File: src/rtl/tcm_port_arbiter.sv
// Arbitrates NUM_PORTS ram-style requestors onto one single-port synchronous TCM.
// Grant and RAM drive are combinational; responses return RAM_LAT cycles after accept.
module tcm_port_arbiter #(
   parameter int NUM_PORTS = 3,
   parameter int ADDR_W    = 32,
   parameter int TCM_BYTES = 65536,
   parameter int ARB_MODE  = 0,
   parameter int MAX_WAIT  = 15,
   parameter int RAM_LAT   = 1
) (
   input  logic                          clk_i,
   input  logic                          rst_ni,
   input  logic [NUM_PORTS-1:0]          req_rd_i,
   input  logic [4*NUM_PORTS-1:0]        req_wr_i,
   input  logic [ADDR_W*NUM_PORTS-1:0]   req_addr_i,
   input  logic [32*NUM_PORTS-1:0]       req_wdata_i,
   output logic [NUM_PORTS-1:0]          req_accept_o,
   output logic [NUM_PORTS-1:0]          req_ack_o,
   output logic                          req_err_o,
   output logic [31:0]                   req_rdata_o,
   output logic                          ram_en_o,
   output logic [3:0]                    ram_we_o,
   output logic [$clog2(TCM_BYTES)-3:0]  ram_addr_o,
   output logic [31:0]                   ram_wdata_o,
   input  logic [31:0]                   ram_rdata_i
);

   localparam int TCM_AW = $clog2(TCM_BYTES);
   localparam int PW     = (NUM_PORTS > 1) ? $clog2(NUM_PORTS) : 1;
   localparam int WAIT_W = (MAX_WAIT > 0) ? $clog2(MAX_WAIT + 1) : 1;

   typedef struct packed {
      logic          vld;
      logic [PW-1:0] port;
      logic          err;
      logic          rd;
   } rsp_t;

   logic [NUM_PORTS-1:0][ADDR_W-1:0] addr;
   logic [NUM_PORTS-1:0][3:0]        wr;
   logic [NUM_PORTS-1:0][31:0]       wdata;
   logic [NUM_PORTS-1:0]             req;
   logic [NUM_PORTS-1:0]             expired;

   logic [NUM_PORTS-1:0][WAIT_W-1:0] wait_q, wait_d;
   logic [PW-1:0]                    last_q, last_d;
   rsp_t [RAM_LAT-1:0]               pipe_q, pipe_d;

   logic              gnt_vld;
   logic [PW-1:0]     gnt_idx;
   logic [ADDR_W-1:0] sel_addr;
   logic              in_range;
   logic              is_wr;
   logic              unused_addr_lsb;
   rsp_t              rsp;
   logic              ack_vld;

   assign addr  = req_addr_i;
   assign wr    = req_wr_i;
   assign wdata = req_wdata_i;

   always_comb begin
      for (int p = 0; p < NUM_PORTS; p++) begin
         req[p]     = req_rd_i[p] | (|wr[p]);
         expired[p] = (MAX_WAIT != 0) && (wait_q[p] == WAIT_W'(MAX_WAIT));
      end
   end

   // Each scan runs high-to-low so the last hit is the lowest index; the second
   // scan only overrides the first when a higher-priority candidate exists.
   always_comb begin
      gnt_vld = 1'b0;
      gnt_idx = '0;
      for (int i = NUM_PORTS-1; i >= 0; i--) begin
         if (req[i]) begin
            gnt_vld = 1'b1;
            gnt_idx = PW'(i);
         end
      end
      for (int i = NUM_PORTS-1; i >= 0; i--) begin
         if (ARB_MODE == 1) begin
            if (req[i] && (PW'(i) > last_q)) gnt_idx = PW'(i);
         end else begin
            if (req[i] && expired[i]) gnt_idx = PW'(i);
         end
      end
      if (!rst_ni) gnt_vld = 1'b0;
   end

   always_comb begin
      sel_addr = addr[gnt_idx];
      is_wr    = |wr[gnt_idx];
      in_range = 1'b1;
      for (int b = TCM_AW; b < ADDR_W; b++) begin
         if (sel_addr[b]) in_range = 1'b0;
      end
   end

   assign unused_addr_lsb = ^sel_addr[1:0];

   always_comb begin
      req_accept_o = '0;
      for (int p = 0; p < NUM_PORTS; p++) begin
         req_accept_o[p] = gnt_vld && (gnt_idx == PW'(p));
      end
      ram_en_o    = gnt_vld && in_range;
      ram_we_o    = ram_en_o ? wr[gnt_idx] : 4'b0;
      ram_addr_o  = ram_en_o ? sel_addr[TCM_AW-1:2] : '0;
      ram_wdata_o = ram_en_o ? wdata[gnt_idx] : 32'b0;
   end

   always_comb begin
      wait_d = wait_q;
      for (int p = 0; p < NUM_PORTS; p++) begin
         if (gnt_vld && (gnt_idx == PW'(p)))
            wait_d[p] = '0;
         else if (req[p] && (wait_q[p] != WAIT_W'(MAX_WAIT)))
            wait_d[p] = wait_q[p] + 1'b1;
      end
      last_d = gnt_vld ? gnt_idx : last_q;
   end

   always_comb begin
      pipe_d[0].vld  = gnt_vld;
      pipe_d[0].port = gnt_idx;
      pipe_d[0].err  = !in_range;
      pipe_d[0].rd   = !is_wr;
      for (int s = 1; s < RAM_LAT; s++) pipe_d[s] = pipe_q[s-1];
   end

   always_ff @(posedge clk_i) begin
      if (!rst_ni) begin
         wait_q <= '0;
         last_q <= PW'(NUM_PORTS - 1);
         pipe_q <= '0;
      end else begin
         wait_q <= wait_d;
         last_q <= last_d;
         pipe_q <= pipe_d;
      end
   end

   // Responses still in the pipe while reset is low must not surface.
   always_comb begin
      rsp       = pipe_q[RAM_LAT-1];
      ack_vld   = rsp.vld && rst_ni;
      req_ack_o = '0;
      for (int p = 0; p < NUM_PORTS; p++) begin
         req_ack_o[p] = ack_vld && (rsp.port == PW'(p));
      end
      req_err_o   = ack_vld && rsp.err;
      req_rdata_o = (ack_vld && !rsp.err && rsp.rd) ? ram_rdata_i : 32'b0;
   end

endmodule

File: config.mk
export PLATFORM = sky130hd
export DESIGN_NAME = tcm_port_arbiter
export DESIGN_NICKNAME = d
export VERILOG_FILES = /design/src/rtl/tcm_port_arbiter.sv
export SDC_FILE = /design/constraint.sdc
export NUM_CORES = 1
export LEC_CHECK = 0
export BUFFER_PORTS_ARGS = -buffer_cell sky130_fd_sc_hd__buf_2
export CELL_PAD_IN_SITES_DETAIL_PLACEMENT = 1
export CELL_PAD_IN_SITES_GLOBAL_PLACEMENT = 2
export CORE_UTILIZATION = 13
export CTS_BUF_LIST = sky130_fd_sc_hd__clkbuf_16
export CTS_CLUSTER_DIAMETER = 60
export DETAILED_ROUTE_END_ITERATION = 12
export GPL_ROUTABILITY_DRIVEN = 0
export HOLD_SLACK_MARGIN = 0.06
export PLACE_DENSITY_LB_ADDON = 0.1
export SLEW_MARGIN = 5
export SYNTH_ARGS = -nofsm -noshare
export SYNTH_HDL_FRONTEND = slang
export SYNTH_SLANG_ARGS = --single-unit
File: constraint.sdc
create_clock -name clk_i -period 4 [get_ports clk_i]
set_input_delay 0.8 -clock clk_i [delete_from_list [all_inputs] [get_ports clk_i]]
set_output_delay 0.8 -clock clk_i [all_outputs]
set_load 0.03 [all_outputs]
Yosys cells after proc, flatten, opt, wreduce, memory -nomap -nowiden
Cells that the tools add are included.
Storage, ports and cells
  register bits after elaboration: 17
  input bits: 241
Cells by class
  $lt $le $gt $ge: 1
  reduce and logical (&&, ||, !) cells: 29
  muxes and demuxes: 36
  bitwise logic cells: 4
  add/sub/neg operators: 3
  equal/unequal tests: 10
Operators by type and width (count)
  $bmux W32 S2: 2
  $mux W32: 4
  $mux W1: 20
  $logic_and A1 B1 Y1: 17
  $reduce_or A4 Y1: 4
  $mux W14: 1
  $add A4 B1 Y4 const B: 3
  $eq A4 B4 Y1 const B: 3
  $mux W2: 6
  $ne A4 B4 Y1 const B: 3
  $bmux W4 S2: 1
  $mux W4: 2
  $reduce_or A2 Y1: 3
  $eq A2 B1 Y1 const B: 2
  $eq A2 B2 Y1 const B: 2
  $logic_not A2 Y1: 2
  $logic_not A1 Y1: 3
  $lt A2 B3 Y1 const B: 1
  $or A1 B1 Y1: 3
  $not A1 Y1: 1

Depth between registers and ports, before layout
  depth in word-level cells: 28
  mapped depth: 10
  gate-level depth less buffers: 7

Least setup slack after synthesis
No wires, ideal clock.
  path kind: input to output
  start point: in req_wr_i[5]
  end point: out ram_we_o[1]
  arrival time: 2.866 ns
  path buffers: 2
  data required time: 3.200 ns
  cell stages on the path: 8
  path slack: 0.334 ns
  path through: or4_1 -> or2_0 -> buf_2 -> a31oi_1 -> a211oi_2 -> or3_1 -> buf_6 -> nor2b_1
Between the ends
  word-level cells in the longest chain between the ends: 27
RTL lines
  start, declared: RTL line 14  | input logic [4*NUM_PORTS-1:0] req_wr_i,
  $reduce_or A4 Y1: RTL line 64  | req[p] = req_rd_i[p] | (|wr[p]);
  $or A1 B1 Y1: RTL line 64
  $mux W2 (2 in series): RTL line 75  | if (req[i]) begin
  $mux W2 (3 in series): RTL line 84  | if (req[i] && expired[i]) gnt_idx = PW'(i);
  $bmux W32 S2: RTL line 91  | sel_addr = addr[gnt_idx];
  $mux W32 (not written as such): RTL line 91
  $mux W1 (16 in series): RTL line 95  | if (sel_addr[b]) in_range = 1'b0;
  $logic_and A1 B1 Y1: RTL line 106  | ram_en_o = gnt_vld && in_range;
  $mux W4 *: RTL line 107  | ram_we_o = ram_en_o ? wr[gnt_idx] : 4'b0;
  end, declared: RTL line 22  | output logic [3:0] ram_we_o,
Mark *: on every way between the ends. The rest lies on a longest branch, timed or not. The select of a mux whose other input is x is not followed.

Worst setup path in the final report
  start point: in req_wr_i[9]
  end point: out ram_addr_o[3]
Between the ends
  word-level cells in the longest chain between the ends: 28
RTL lines
  $reduce_or A4 Y1 *: RTL line 64
  $or A1 B1 Y1 *: RTL line 64
  $mux W2 (3 in series): RTL line 75
  $mux W2 (3 in series): RTL line 84
  $bmux W32 S2: RTL line 91
  $mux W32 (not written as such): RTL line 91
  $mux W1 (16 in series): RTL line 95
  $logic_and A1 B1 Y1: RTL line 106
  $mux W14 *: RTL line 108  | ram_addr_o = ram_en_o ? sel_addr[TCM_AW-1:2] : '0;
  end, declared: RTL line 23  | output logic [$clog2(TCM_BYTES)-3:0] ram_addr_o,
Marks and branches as above.

==> metrics.sh <==
AREA_DELTA_SYNTH_FINAL_PCT=90.7
WHS_PS=490
POWER.SHARE.COMBINATIONAL=0.356
REPORT.FINAL.SLEW_VIOL_COUNT=0
POST-SYNTH-TOP-AREA-CELL='a21oi_2'
DRT_PASS1_ITERATIONS=4
YOSYSSEQAREASHARE=0.142
HOLD_PATH_CLASS='flip-flop to flip-flop'
DP.FINAL_HPWL_MM=13.2
POWER.NET_SWITCHING_mW=0.168
ASYNCSETRESETFLOPFRACSYNTH=0
CRITICAL_PATH_PEAK_FANOUT=11
POWER.TOTAL_mW=0.600
SLOWEST_STAGE_CELL_CRIT_PATH='or4_1'
GRT_OVERFLOW_TOTAL=0
YS_TYPES=43
MEASURED_SLEW_AT_THE_WORST_SLEW_CHECK_PIN_PS=586
FMAXACHIEVABLE_MHz=257
DIE_AREA_MM2=0.0190
NETLIST_INSTANCES=339
POST_SYNTH_MAIN_AREA_CONTRIBUTORS='a21oi_2 17%, a22oi_1 15%, dfxtp_1 14%'
CTS.ROOT.BUFFER_CELL='clkbuf_16'
VIAS=3881
GRT.TOTAL_USAGE=0.144
DRIVE_ABOVE_1_SHARE=0.630
POSTROUTEWIRELENGTH_MM=15.3
DIE_W_UM=138
NETS=913
REPORT.FINAL.SETUP_VIOL=0
DIE-HEIGHT_UM=138
RUN_STATUS='completed'
POSTSYNTHREGISTERBITS=17
POST_SYNTH.CELL_AREA_AVG_UM2=7.08
PERIOD_NEEDED_PS=3900
NUMBER_OF_BUFFERS_AND_INVERTERS_ON_THE_CRITICAL_PATH=4
CTS_BUFS_INSERTED=3
GRT_START_MAX_NET_PINS=33
MIN_PERIOD_OVER_PERIOD=0.974
DRC=0
SLEW-LIMIT-HEADROOM=0.605
ROUTE.DETAILED.WL_PER_INST_UM=17.0
POWER.SHARE.SWITCHING=0.279
ANT_NETS=0
TIMING.CRITICAL_PATH.MODE_CELL='buf_2'
CORE-AREA_MM2=0.0180
HTREE_DEPTH=1
CTS_TREE='done'
SYNTH-EDFF-COUNT=0
GRT_FIRST_PASS_WIRELENGTH_MM=20.7
YS_DOMINANT_REG_CELL='dfxtp_1'
IO-PIN-COUNT=331
SYNTH.CELLS.MOST_FREQUENT='58 x nand2_1, 47 x a22oi_1, 46 x a21oi_2, 33 x and2_1, 18 x nor2_1'
MAXCAPVIOLATIONS=0
FINAL-HOLD-VIOLATION-COUNT=0
PLACE.DETAILED.INSTANCES=892
MIN_PATH_CELLS=2
CTS.SINKS=17
NETLIST_AREA_MM2=0.00240
R2R_CELLS=8
POWER_DENSITY_mW_PER_MM2=131
HOLDCRITSTARTPOINT='wait_q[1]$_SDFFE_PP0P_'
MAPPEDNETLISTNETS=583
WORST-ENDPOINT-ARRIVAL_PS=3100
SEQPWRFRAC=0.308
CRITICAL-PATH-MAX-STAGE-DELAY_PS=590
WORSTHOLDENDPOINT='wait_q[1]$_SDFFE_PP0P_'
DIODES=0
FINALSETUPTNS_PS=0
FIN_WORST_SKEW_PS=5.04
WORST_VDD_IR_mV=0.114
WORSTPATHREQUIRED_PS=3200
SYNTH_TOP_AREA_SHARE=0.168
CP_TOP_FAMILY='simple AND/OR/NAND/NOR gates'
WORST-R2R-SETUP-SLACK_PS=1600
SYNTH_MOST_COMMON_CELL='nand2_1'
CLOCK_LATENCY_OF_THE_LATER_CLOCKED_REGISTER_IN_THE_WORST_SKEW_PAIR_PS=250
INITIAL_UTILIZATION=0.133
PATH_CELLS='buf_2 > or4_1 > or2_1 > buf_4 > and3_2 > a211oi_2 > or3_4 > buf_6 > a21oi_2 > buf_2'
LAYOUTNONFILLERINSTCOUNT=897
CRITICAL_PATH.STARTPOINT_TYPE='primary input'
WORSTSETUPENDPOINTTYPE='output pin'
ANTENNA_FOUND_INITIAL=1
WORST_SETUP_HOLD_PATH_CLK_SLEW_PS=50
GRT_SETUP_UNREPAIRED='false'
CRITICAL_PATH.REG2REG.STARTPOINT='wait_q[4]$_SDFFE_PP0P_'
CTS-ROOT-TO-SINK-BUFFERS=2
GRT_PASS1_VIAS=3812
R2R-END='wait_q[4]$_SDFFE_PP0P_'
INTERNAL_POWER_mW=0.432
POSTCTSSETUPBUFFERS=0
DETAILEDROUTE.FIRSTITERATIONVIOLATIONS=92
PORT-BUFFER-COUNT=324
SYNTH_WARNINGS=0
WORST-SETUP-PATH-TYPE='primary input to output pin'
FINAL_UTIL=0.254
ROW_COUNT=49
POST_DRT_VIA_CELL_RATIO=4.33
POWER.SHARE.CLOCK=0.336
LEAKAGEPOWER_nW=2.42
-- how the worst max path moves through the flow --
stage | startpoint | endpoint | slack, ps | cells after the start
2_1_floorplan | req_wr_i[5] | ram_we_o[1] | 330 | 8
6_report | req_wr_i[9] | ram_addr_o[3] | 100 | 10
3_3_place_gp | req_wr_i[5] | ram_wdata_o[27] | -20 | 10
5_1_grt | req_wr_i[9] | ram_wdata_o[12] | 10 | 10
3_5_place_dp | req_wr_i[5] | ram_we_o[1] | -90 | 10
4_1_cts | req_wr_i[9] | ram_we_o[1] | 7 | 10
-- state kept, by name, summed over array words and instances, names as in the netlist --
name and cells:
pipe_q 5, wait_q 12
-- cell usage in the layout, fill, tap and decap left out, types with 3 or more instances in the layout --
| cell | count |
|---|---|
| a21oi_2 | 46 |
| buf_2 | 318 |
| buf_12 | 5 |
| nand2_1 | 58 |
| buf_4 | 25 |
| a22oi_1 | 46 |
| nand3_1 | 14 |
| nor4_1 | 7 |
| and2_1 | 33 |
| buf_6 | 3 |
| nor2_2 | 3 |
| nand4_1 | 3 |
| nor2_1 | 18 |
| a22o_1 | 3 |
| xor2_1 | 5 |
| nor3_1 | 5 |
| and3_1 | 3 |
| dfxtp_1 | 17 |
| clkbuf_16 | 4 |
| a21oi_1 | 7 |
| o21ai_0 | 3 |
| ha_1 | 3 |
-- tightest hold or removal path: cells and delay by family, from the launching register on --
kind             cells  cell delay, ps
AO/OA/AOI/OAI        1              60
AND/OR/NAND/NOR      1              60
flip-flops           1             320
-- metal layers --
metal | GRT usage | vias up | wire [um]
met1 | 0.157 | 1774 | 5500
met5 | 0 | - | 17
met3 | 0.0227 | 6 | 1240
met4 | 0.0199 | 2 | 65
met2 | 0.290 | 201 | 8440
li1 | - | 1898 | -
-- layout make-up --
type,count,area [um^2]
timing repair buffer,353,1950
sequential,17,340
inverter,2,7.51
clock buffer,3,75.1
multi-input combinational,292,1920
clock inverter,1,5.00
tap,229,287
fill,2302,13400
-- cells by family after synthesis --
group           synth area share
simple gates               0.340
compound gates             0.402
buf+inv                   0.0714
flops                      0.142
xor+xnor                  0.0255
fa+ha+maj                 0.0156
mux                      0.00417
-- timing repair --
action                                 in CTS  in global routing
endpoints found under the hold margin       0                  0
resized for setup                           2                 18
hold buffers                                0                  0
pin swaps                                   0                  1
gates cloned                                0                  1
setup endpoints to repair                  22                 41
-- per-stage QoR --
| step | area, um^2 | worst slack, ps |
|---|---|---|
| floorplan | 2400 | 334 |
| CTS | 4520 | 6.99 |
| global placement | 4430 | -15.4 |
| detailed placement | 4430 | -85.8 |
| global route | 4580 | 13.5 |
| finish | 4580 | 104 |
-- power by group through the flow --
stage	sequential (mW)	clock (mW)	combinational (mW)
final	0.185	0.202	0.213
after global routing	0.186	0.218	0.236
after CTS	0.185	0.210	0.216
after detailed placement	0.189	0	0.215
after global placement	0.188	0	0.210
after floorplan	0.187	0	0.0699
(Power assumes the default switching activity.)
